File: src/rtl/serial_alu_pkg.sv
// Shared funct codes, FSM state encoding and funct decode helper for the bit-serial ALU sequencer.
package serial_alu_pkg;

    localparam logic [5:0] FUNCT_ADD = 6'd32;
    localparam logic [5:0] FUNCT_SUB = 6'd34;
    localparam logic [5:0] FUNCT_AND = 6'd36;
    localparam logic [5:0] FUNCT_OR  = 6'd37;

    typedef enum logic [1:0] {
        IDLE = 2'd0,
        RUN  = 2'd1,
        DONE = 2'd2
    } state_e;

    function automatic logic is_supported(input logic [5:0] funct);
        return (funct == FUNCT_ADD) || (funct == FUNCT_SUB) ||
               (funct == FUNCT_AND) || (funct == FUNCT_OR);
    endfunction

endpackage

File: src/rtl/serial_alu_seq_if.sv
// Request/response handshake bundle of serial_alu_seq; out_ovf exists only with SERIAL_ALU_OVF_EN.
interface serial_alu_seq_if #(
    parameter int unsigned WIDTH = 32
) ();

    logic             in_valid;
    logic             in_ready;
    logic [WIDTH-1:0] in_a;
    logic [WIDTH-1:0] in_b;
    logic [5:0]       in_funct;
    logic             out_valid;
    logic             out_ready;
    logic [WIDTH-1:0] out_result;
    logic             out_carry;
    logic             out_zero;
    logic             out_err;
`ifdef SERIAL_ALU_OVF_EN
    logic             out_ovf;
`endif

    modport master (
        output in_valid, in_a, in_b, in_funct, out_ready,
        input  in_ready, out_valid, out_result, out_carry, out_zero, out_err
`ifdef SERIAL_ALU_OVF_EN
      , input  out_ovf
`endif
    );

    modport slave (
        input  in_valid, in_a, in_b, in_funct, out_ready,
        output in_ready, out_valid, out_result, out_carry, out_zero, out_err
`ifdef SERIAL_ALU_OVF_EN
      , output out_ovf
`endif
    );

endinterface

File: src/rtl/serial_alu_seq.sv
// Bit-serial sequencer driving an external 1-bit ALU slice LSB-first and assembling its result.
// Optional signed-overflow flag (out_ovf) enabled by defining SERIAL_ALU_OVF_EN.
module serial_alu_seq
    import serial_alu_pkg::*;
#(
    parameter int unsigned WIDTH = 32
) (
    input  logic                   clk,
    input  logic                   rst_n,
    serial_alu_seq_if.slave        bus,
    output logic                   alu_a,
    output logic                   alu_b,
    output logic                   alu_cin,
    output logic [5:0]             alu_sel,
    input  logic                   alu_out,
    input  logic                   alu_cout
);

    localparam int unsigned CNT_W = (WIDTH > 1) ? $clog2(WIDTH) : 1;
    localparam logic [CNT_W-1:0] CNT_LAST = CNT_W'(WIDTH - 1);

    state_e           state_q, state_d;
    logic [WIDTH-1:0] a_q, a_d, b_q, b_d;
    logic [5:0]       f_q, f_d;
    logic             carry_q, carry_d;
    logic [CNT_W-1:0] cnt_q, cnt_d;
    logic [WIDTH-1:0] res_q, res_d;
    logic             in_ready_q, in_ready_d;
    logic             out_valid_q, out_valid_d;
    logic             out_carry_q, out_carry_d;
    logic             out_zero_q, out_zero_d;
    logic             out_err_q, out_err_d;
`ifdef SERIAL_ALU_OVF_EN
    logic             out_ovf_q, out_ovf_d;
`endif

    logic [WIDTH-1:0] res_shift;
    logic             is_arith;

    // Operand/select/carry flops are zero outside RUN, so the slice drive comes straight off them.
    always_comb begin
        state_d     = state_q;
        a_d         = a_q;
        b_d         = b_q;
        f_d         = f_q;
        carry_d     = carry_q;
        cnt_d       = cnt_q;
        res_d       = res_q;
        in_ready_d  = in_ready_q;
        out_valid_d = out_valid_q;
        out_carry_d = out_carry_q;
        out_zero_d  = out_zero_q;
        out_err_d   = out_err_q;
`ifdef SERIAL_ALU_OVF_EN
        out_ovf_d   = out_ovf_q;
`endif
        res_shift   = {alu_out, res_q[WIDTH-1:1]};
        is_arith    = (f_q == FUNCT_ADD) || (f_q == FUNCT_SUB);

        unique case (state_q)
            IDLE: begin
                if (bus.in_valid) begin
                    cnt_d       = '0;
                    res_d       = '0;
                    out_carry_d = 1'b0;
                    in_ready_d  = 1'b0;
`ifdef SERIAL_ALU_OVF_EN
                    out_ovf_d   = 1'b0;
`endif
                    if (is_supported(bus.in_funct)) begin
                        a_d        = bus.in_a;
                        b_d        = bus.in_b;
                        f_d        = bus.in_funct;
                        carry_d    = (bus.in_funct == FUNCT_SUB);
                        out_zero_d = 1'b0;
                        out_err_d  = 1'b0;
                        state_d    = RUN;
                    end else begin
                        out_zero_d  = 1'b1;
                        out_err_d   = 1'b1;
                        out_valid_d = 1'b1;
                        state_d     = DONE;
                    end
                end
            end
            RUN: begin
                a_d     = a_q >> 1;
                b_d     = b_q >> 1;
                res_d   = res_shift;
                carry_d = alu_cout;
                cnt_d   = cnt_q + CNT_W'(1);
                if (cnt_q == CNT_LAST) begin
                    out_carry_d = is_arith & alu_cout;
`ifdef SERIAL_ALU_OVF_EN
                    out_ovf_d   = is_arith & (carry_q ^ alu_cout);
`endif
                    out_zero_d  = (res_shift == '0);
                    out_valid_d = 1'b1;
                    a_d         = '0;
                    b_d         = '0;
                    f_d         = '0;
                    carry_d     = 1'b0;
                    cnt_d       = '0;
                    state_d     = DONE;
                end
            end
            DONE: begin
                if (bus.out_ready) begin
                    out_valid_d = 1'b0;
                    in_ready_d  = 1'b1;
                    state_d     = IDLE;
                end
            end
            default: begin
                state_d    = IDLE;
                in_ready_d = 1'b1;
            end
        endcase
    end

    always_ff @(posedge clk) begin
        if (!rst_n) begin
            state_q     <= IDLE;
            a_q         <= '0;
            b_q         <= '0;
            f_q         <= '0;
            carry_q     <= 1'b0;
            cnt_q       <= '0;
            res_q       <= '0;
            in_ready_q  <= 1'b1;
            out_valid_q <= 1'b0;
            out_carry_q <= 1'b0;
            out_zero_q  <= 1'b0;
            out_err_q   <= 1'b0;
`ifdef SERIAL_ALU_OVF_EN
            out_ovf_q   <= 1'b0;
`endif
        end else begin
            state_q     <= state_d;
            a_q         <= a_d;
            b_q         <= b_d;
            f_q         <= f_d;
            carry_q     <= carry_d;
            cnt_q       <= cnt_d;
            res_q       <= res_d;
            in_ready_q  <= in_ready_d;
            out_valid_q <= out_valid_d;
            out_carry_q <= out_carry_d;
            out_zero_q  <= out_zero_d;
            out_err_q   <= out_err_d;
`ifdef SERIAL_ALU_OVF_EN
            out_ovf_q   <= out_ovf_d;
`endif
        end
    end

    assign alu_a          = a_q[0];
    assign alu_b          = b_q[0];
    assign alu_cin        = carry_q;
    assign alu_sel        = f_q;
    assign bus.in_ready   = in_ready_q;
    assign bus.out_valid  = out_valid_q;
    assign bus.out_result = res_q;
    assign bus.out_carry  = out_carry_q;
    assign bus.out_zero   = out_zero_q;
    assign bus.out_err    = out_err_q;
`ifdef SERIAL_ALU_OVF_EN
    assign bus.out_ovf    = out_ovf_q;
`endif

endmodule
File: src/flat_wrapper.sv
// flat-port wrapper written by rule: the top's interface ports become plain ports
module serial_alu_seq_flat import serial_alu_pkg::*;
#(
    parameter int unsigned WIDTH = 32
)
  (clk, rst_n, alu_a, alu_b, alu_cin, alu_sel, alu_out, alu_cout, bus_in_valid, bus_in_a, bus_in_b, bus_in_funct, bus_out_ready, bus_in_ready, bus_out_valid, bus_out_result, bus_out_carry, bus_out_zero, bus_out_err);
  serial_alu_seq_if #(.WIDTH(WIDTH)) bus_i ();
  input  logic clk;
  input  logic rst_n;
  output logic alu_a;
  output logic alu_b;
  output logic alu_cin;
  output logic [5:0] alu_sel;
  input  logic alu_out;
  input  logic alu_cout;
  input wire logic [$bits(bus_i.in_valid)-1:0] bus_in_valid;
  input wire logic [$bits(bus_i.in_a)-1:0] bus_in_a;
  input wire logic [$bits(bus_i.in_b)-1:0] bus_in_b;
  input wire logic [$bits(bus_i.in_funct)-1:0] bus_in_funct;
  input wire logic [$bits(bus_i.out_ready)-1:0] bus_out_ready;
  output wire logic [$bits(bus_i.in_ready)-1:0] bus_in_ready;
  output wire logic [$bits(bus_i.out_valid)-1:0] bus_out_valid;
  output wire logic [$bits(bus_i.out_result)-1:0] bus_out_result;
  output wire logic [$bits(bus_i.out_carry)-1:0] bus_out_carry;
  output wire logic [$bits(bus_i.out_zero)-1:0] bus_out_zero;
  output wire logic [$bits(bus_i.out_err)-1:0] bus_out_err;
  assign bus_i.in_valid = bus_in_valid;
  assign bus_i.in_a = bus_in_a;
  assign bus_i.in_b = bus_in_b;
  assign bus_i.in_funct = bus_in_funct;
  assign bus_i.out_ready = bus_out_ready;
  assign bus_in_ready = bus_i.in_ready;
  assign bus_out_valid = bus_i.out_valid;
  assign bus_out_result = bus_i.out_result;
  assign bus_out_carry = bus_i.out_carry;
  assign bus_out_zero = bus_i.out_zero;
  assign bus_out_err = bus_i.out_err;
  serial_alu_seq #(.WIDTH(WIDTH)) u_core (.clk(clk), .rst_n(rst_n), .bus(bus_i), .alu_a(alu_a), .alu_b(alu_b), .alu_cin(alu_cin), .alu_sel(alu_sel), .alu_out(alu_out), .alu_cout(alu_cout));
endmodule
File: config.mk
export PLATFORM = sky130hd
export DESIGN_NAME = serial_alu_seq_flat
export DESIGN_NICKNAME = d
export VERILOG_FILES = /design/src/rtl/serial_alu_pkg.sv /design/src/rtl/serial_alu_seq_if.sv /design/src/rtl/serial_alu_seq.sv /design/src/flat_wrapper.sv
export SDC_FILE = /design/constraint.sdc
export NUM_CORES = 1
export LEC_CHECK = 0
export BUFFER_PORTS_ARGS = -buffer_cell sky130_fd_sc_hd__buf_2
export CORE_ASPECT_RATIO = 0.8
export CORE_MARGIN = 2
export CORE_UTILIZATION = 49
export DETAILED_ROUTE_END_ITERATION = 8
export MAX_ROUTING_LAYER = met4
export PLACE_DENSITY = 0.83
export SYNTH_ARGS = -nofsm -noshare
export SYNTH_HDL_FRONTEND = slang
export SYNTH_SLANG_ARGS = --single-unit
File: constraint.sdc
create_clock -name clk -period 1.8 [get_ports clk]
set_input_delay 0.09 -clock clk [delete_from_list [all_inputs] [get_ports clk]]
set_output_delay 0.09 -clock clk [all_outputs]
set_load 0.005 [all_outputs]
==> impl_metrics.json <==
{
  "max_stage_delay_ns": 0.32,
  "synthCells": 582,
  "comb_power_share": 0.170,
  "synth_seq_cells": 115,
  "syn_area_um2": 5690,
  "drv_slew": 0,
  "start_kind": "flip-flop",
  "wire_per_inst_um": 17.1,
  "crit_chain": "inv_1 -> ha_4 -> mux2_2 -> buf_4 -> a21oi_1 -> a311oi_2",
  "cellPowerDensity_nw_per_um2": 1010,
  "fp.dieW_um": 124,
  "hpwlAfterDp_um": 8920,
  "period_share": 0.991,
  "maxCapViolCount": 0,
  "synth_ff_type": "dfxtp_1",
  "synth_top_family_by_area": "compound AO/OA/AOI/OAI gates",
  "max-slew-margin-rel": 0.679,
  "drtPass1Iterations": 6,
  "power_switching_mw": 2.08,
  "via_per_inst": 5.78,
  "clock_power_share": 0.472,
  "nets": 825,
  "cts_tree": "done",
  "gp_congestion": 0.805,
  "ys_seq_area_frac": 0.404,
  "grt-ovfl-total": 0,
  "required_ns": 2.11,
  "outcome": "completed",
  "wl_um": 15500,
  "crit_path_end_kind": "flip-flop",
  "p_sw_frac": 0.261,
  "place.port_buffers": 121,
  "seqPwrFrac": 0.358,
  "worst_pin_slew_ns": 0.481,
  "ioPinCount": 122,
  "hold_violations": 0,
  "grt_pass1_vias": 5096,
  "synth_nets": 663,
  "cellLeakagePower_nw": 2.94,
  "min_path_cells": 3,
  "clkSlewWorstSetupHoldPaths_ns": 0.05,
  "dr.first_iter.drc_count": 461,
  "h-tree-depth": 4,
  "syn_to_final_growth_pct": 38.7,
  "start_util": 0.498,
  "die_height_um": 100,
  "die_area_um2": 12500,
  "cts_buffers": 17,
  "antenna_found_initial": 1,
  "period_needed_ns": 1.78,
  "placementRows": 35,
  "yosysUniqueCellTypes": 46,
  "vias": 5233,
  "hold_slack_ns": 0.0150,
  "clk_path_buf_depth": 2,
  "track_usage": 0.249,
  "synth_compound_area_frac": 0.289,
  "synth_xor_area_frac": 0.00154,
  "root_buffer": "clkbuf_16",
  "max-vdd-ir-drop_uv": 693,
  "p_int_mw": 5.88,
  "synthSimpleGateAreaFrac": 0.223,
  "min_path_type": "in -> reg",
  "synth-edff-count": 0,
  "grt_first_pass_wirelength_um": 24800,
  "final_common_cell": "buf_2",
  "antenna_left": 0,
  "rsz0062_at_grt": "yes",
  "slowest_stage": "dfxtp_1",
  "syn_area_per_cell_um2": 9.78,
  "layout-drive-gt1-share": 0.349,
  "cts_sinks": 115,
  "drcViolationCount": 0,
  "synthArstFlopShare": 0,
  "synth_fa_ha_area_frac": 0.0110,
  "max_freq_ghz": 0.560,
  "power_mw": 7.96,
  "core_um2": 11400,
  "synth_mux_area_frac": 0.00923,
  "grt_max_degree": 126,
  "crit_type": "reg -> reg",
  "worstPathArrival_ns": 2.10,
  "crit_fanout": 27,
  "yosys_warnings": 0,
  "mostFrequentLayoutCells": "121 x buf_2, 113 x dfxtp_1, 67 x nand2b_1, 63 x dlygate4sd3_1, 62 x nand3b_1",
  "rr_worst_depth": 6,
  "nFillCells": 807,
  "clock_latency_ns": 0.41,
  "clock_skew_ns": 0.0102,
  "setup_viol": 0
}
[metrics by stage]
stage	area (µm²)	setup TNS, ns	worst slack (ns)	util	instances
after floorplan	5700	0	0.0187	-	582
final	7890	0	0.0159	0.691	906
after CTS	7780	0	0.00713	0.681	903
after detailed placement	6450	-3.48	-0.119	0.564	808
after global placement	6450	-0.0283	-0.0178	0.564	808
after global routing	7890	-0.192	-0.0424	0.691	906
[logic make-up after synthesis]
| family | count (synthesis) |
|---|---|
| and+or+nand+nor | 204 |
| AOI/OAI and AO/OA | 185 |
| DFF | 115 |
| buffers and inverters | 67 |
| muxes | 5 |
| adders and majority gates | 5 |
| xor gates and xnor gates | 1 |
[critical path, delay by kind of cell, from the launching register on]
family / cells / cell delay, ns
compound gates: 2 / 0.42
fa+ha+maj: 1 / 0.25
buf+inv: 2 / 0.44
flops: 1 / 0.32
mux: 1 / 0.25
[worst paths after layout]
kind / from / endpoint / slack [ns]
worst max-delay path: u_core.state_q[1] / u_core.b_q[2] / 0.02
worst min-delay path: bus_in_a[19] / u_core.a_q[19] / 0.02
worst max register to register: u_core.state_q[1] / u_core.b_q[2] / 0.02
worst min register to register: u_core.bus.out_valid / u_core.bus.out_valid / 0.45
[power groups by stage]
stage                     clock network [mW]  logic (mW)  registers, mW
final                                   3.76        1.35           2.85
after global routing                    3.90        1.47           2.86
after CTS                               3.79        1.29           2.84
after detailed placement                   0        1.16           2.89
after global placement                     0        1.12           2.88
after floorplan                            0       0.869           2.86
[synthesized netlist by cell type, types with 3 or more instances]
library cell | number | area (µm²)
dfxtp_1 | 115 | 2300
nand2b_1 | 69 | 432
a21oi_1 | 62 | 310
nand3b_1 | 62 | 465
a311oi_2 | 49 | 736
nor2_1 | 37 | 139
a22oi_1 | 33 | 248
clkbuf_1 | 30 | 113
buf_2 | 16 | 80.1
a311oi_1 | 14 | 123
a21oi_2 | 10 | 87.6
buf_4 | 9 | 67.6
nor4_1 | 8 | 50.1
nand2_1 | 6 | 22.5
buf_6 | 5 | 56.3
ha_1 | 5 | 62.6
nand3_1 | 5 | 25.0
and2_1 | 4 | 25.0
a22o_1 | 3 | 26.3
inv_1 | 3 | 11.3
mux2i_1 | 3 | 30.0
o21ai_0 | 3 | 15.0
[repair_timing]
action / in CTS / in global routing
pin swaps: 2 / 3
setup endpoints to repair: 70 / 94
resized for setup: 7 / 20
setup buffers: 0 / 2
endpoints found under the hold margin: 63 / 0
hold buffers: 63 / 0
[flip-flops by register name, indices dropped and copies added, names as in the netlist, 2 cells and up]
register	cells
u_core.a_q	32
u_core.b_q	32
u_core.bus.out_result	32
u_core.alu_sel	6
u_core.cnt_q	5
u_core.state_q	2
[routing by layer]
layer	vias to the layer above	routed length (µm)	GRT usage	part of all wire
li1	2502	-	-	-
met1	2514	6860	0.307	0.44
met2	187	7670	0.403	0.49
met3	30	698	0.0528	0.045
met4	0	282	0.0985	0.018
met5	-	0	-	0
[cell type report]
type / instances / area (µm²) / area share
Antenna cell: 1 / 2.50 / 0.000317
Clock buffer: 22 / 494 / 0.0626
Clock inverter: 10 / 169 / 0.0214
Inverter: 4 / 17.5 / 0.00222
Multi-Input combinational cell: 400 / 3180 / 0.402
Sequential cell: 115 / 2300 / 0.292
Tap cell: 148 / 185 / 0.0235
Timing Repair Buffer: 206 / 1550 / 0.196
Power figures use the tool's default switching activity.
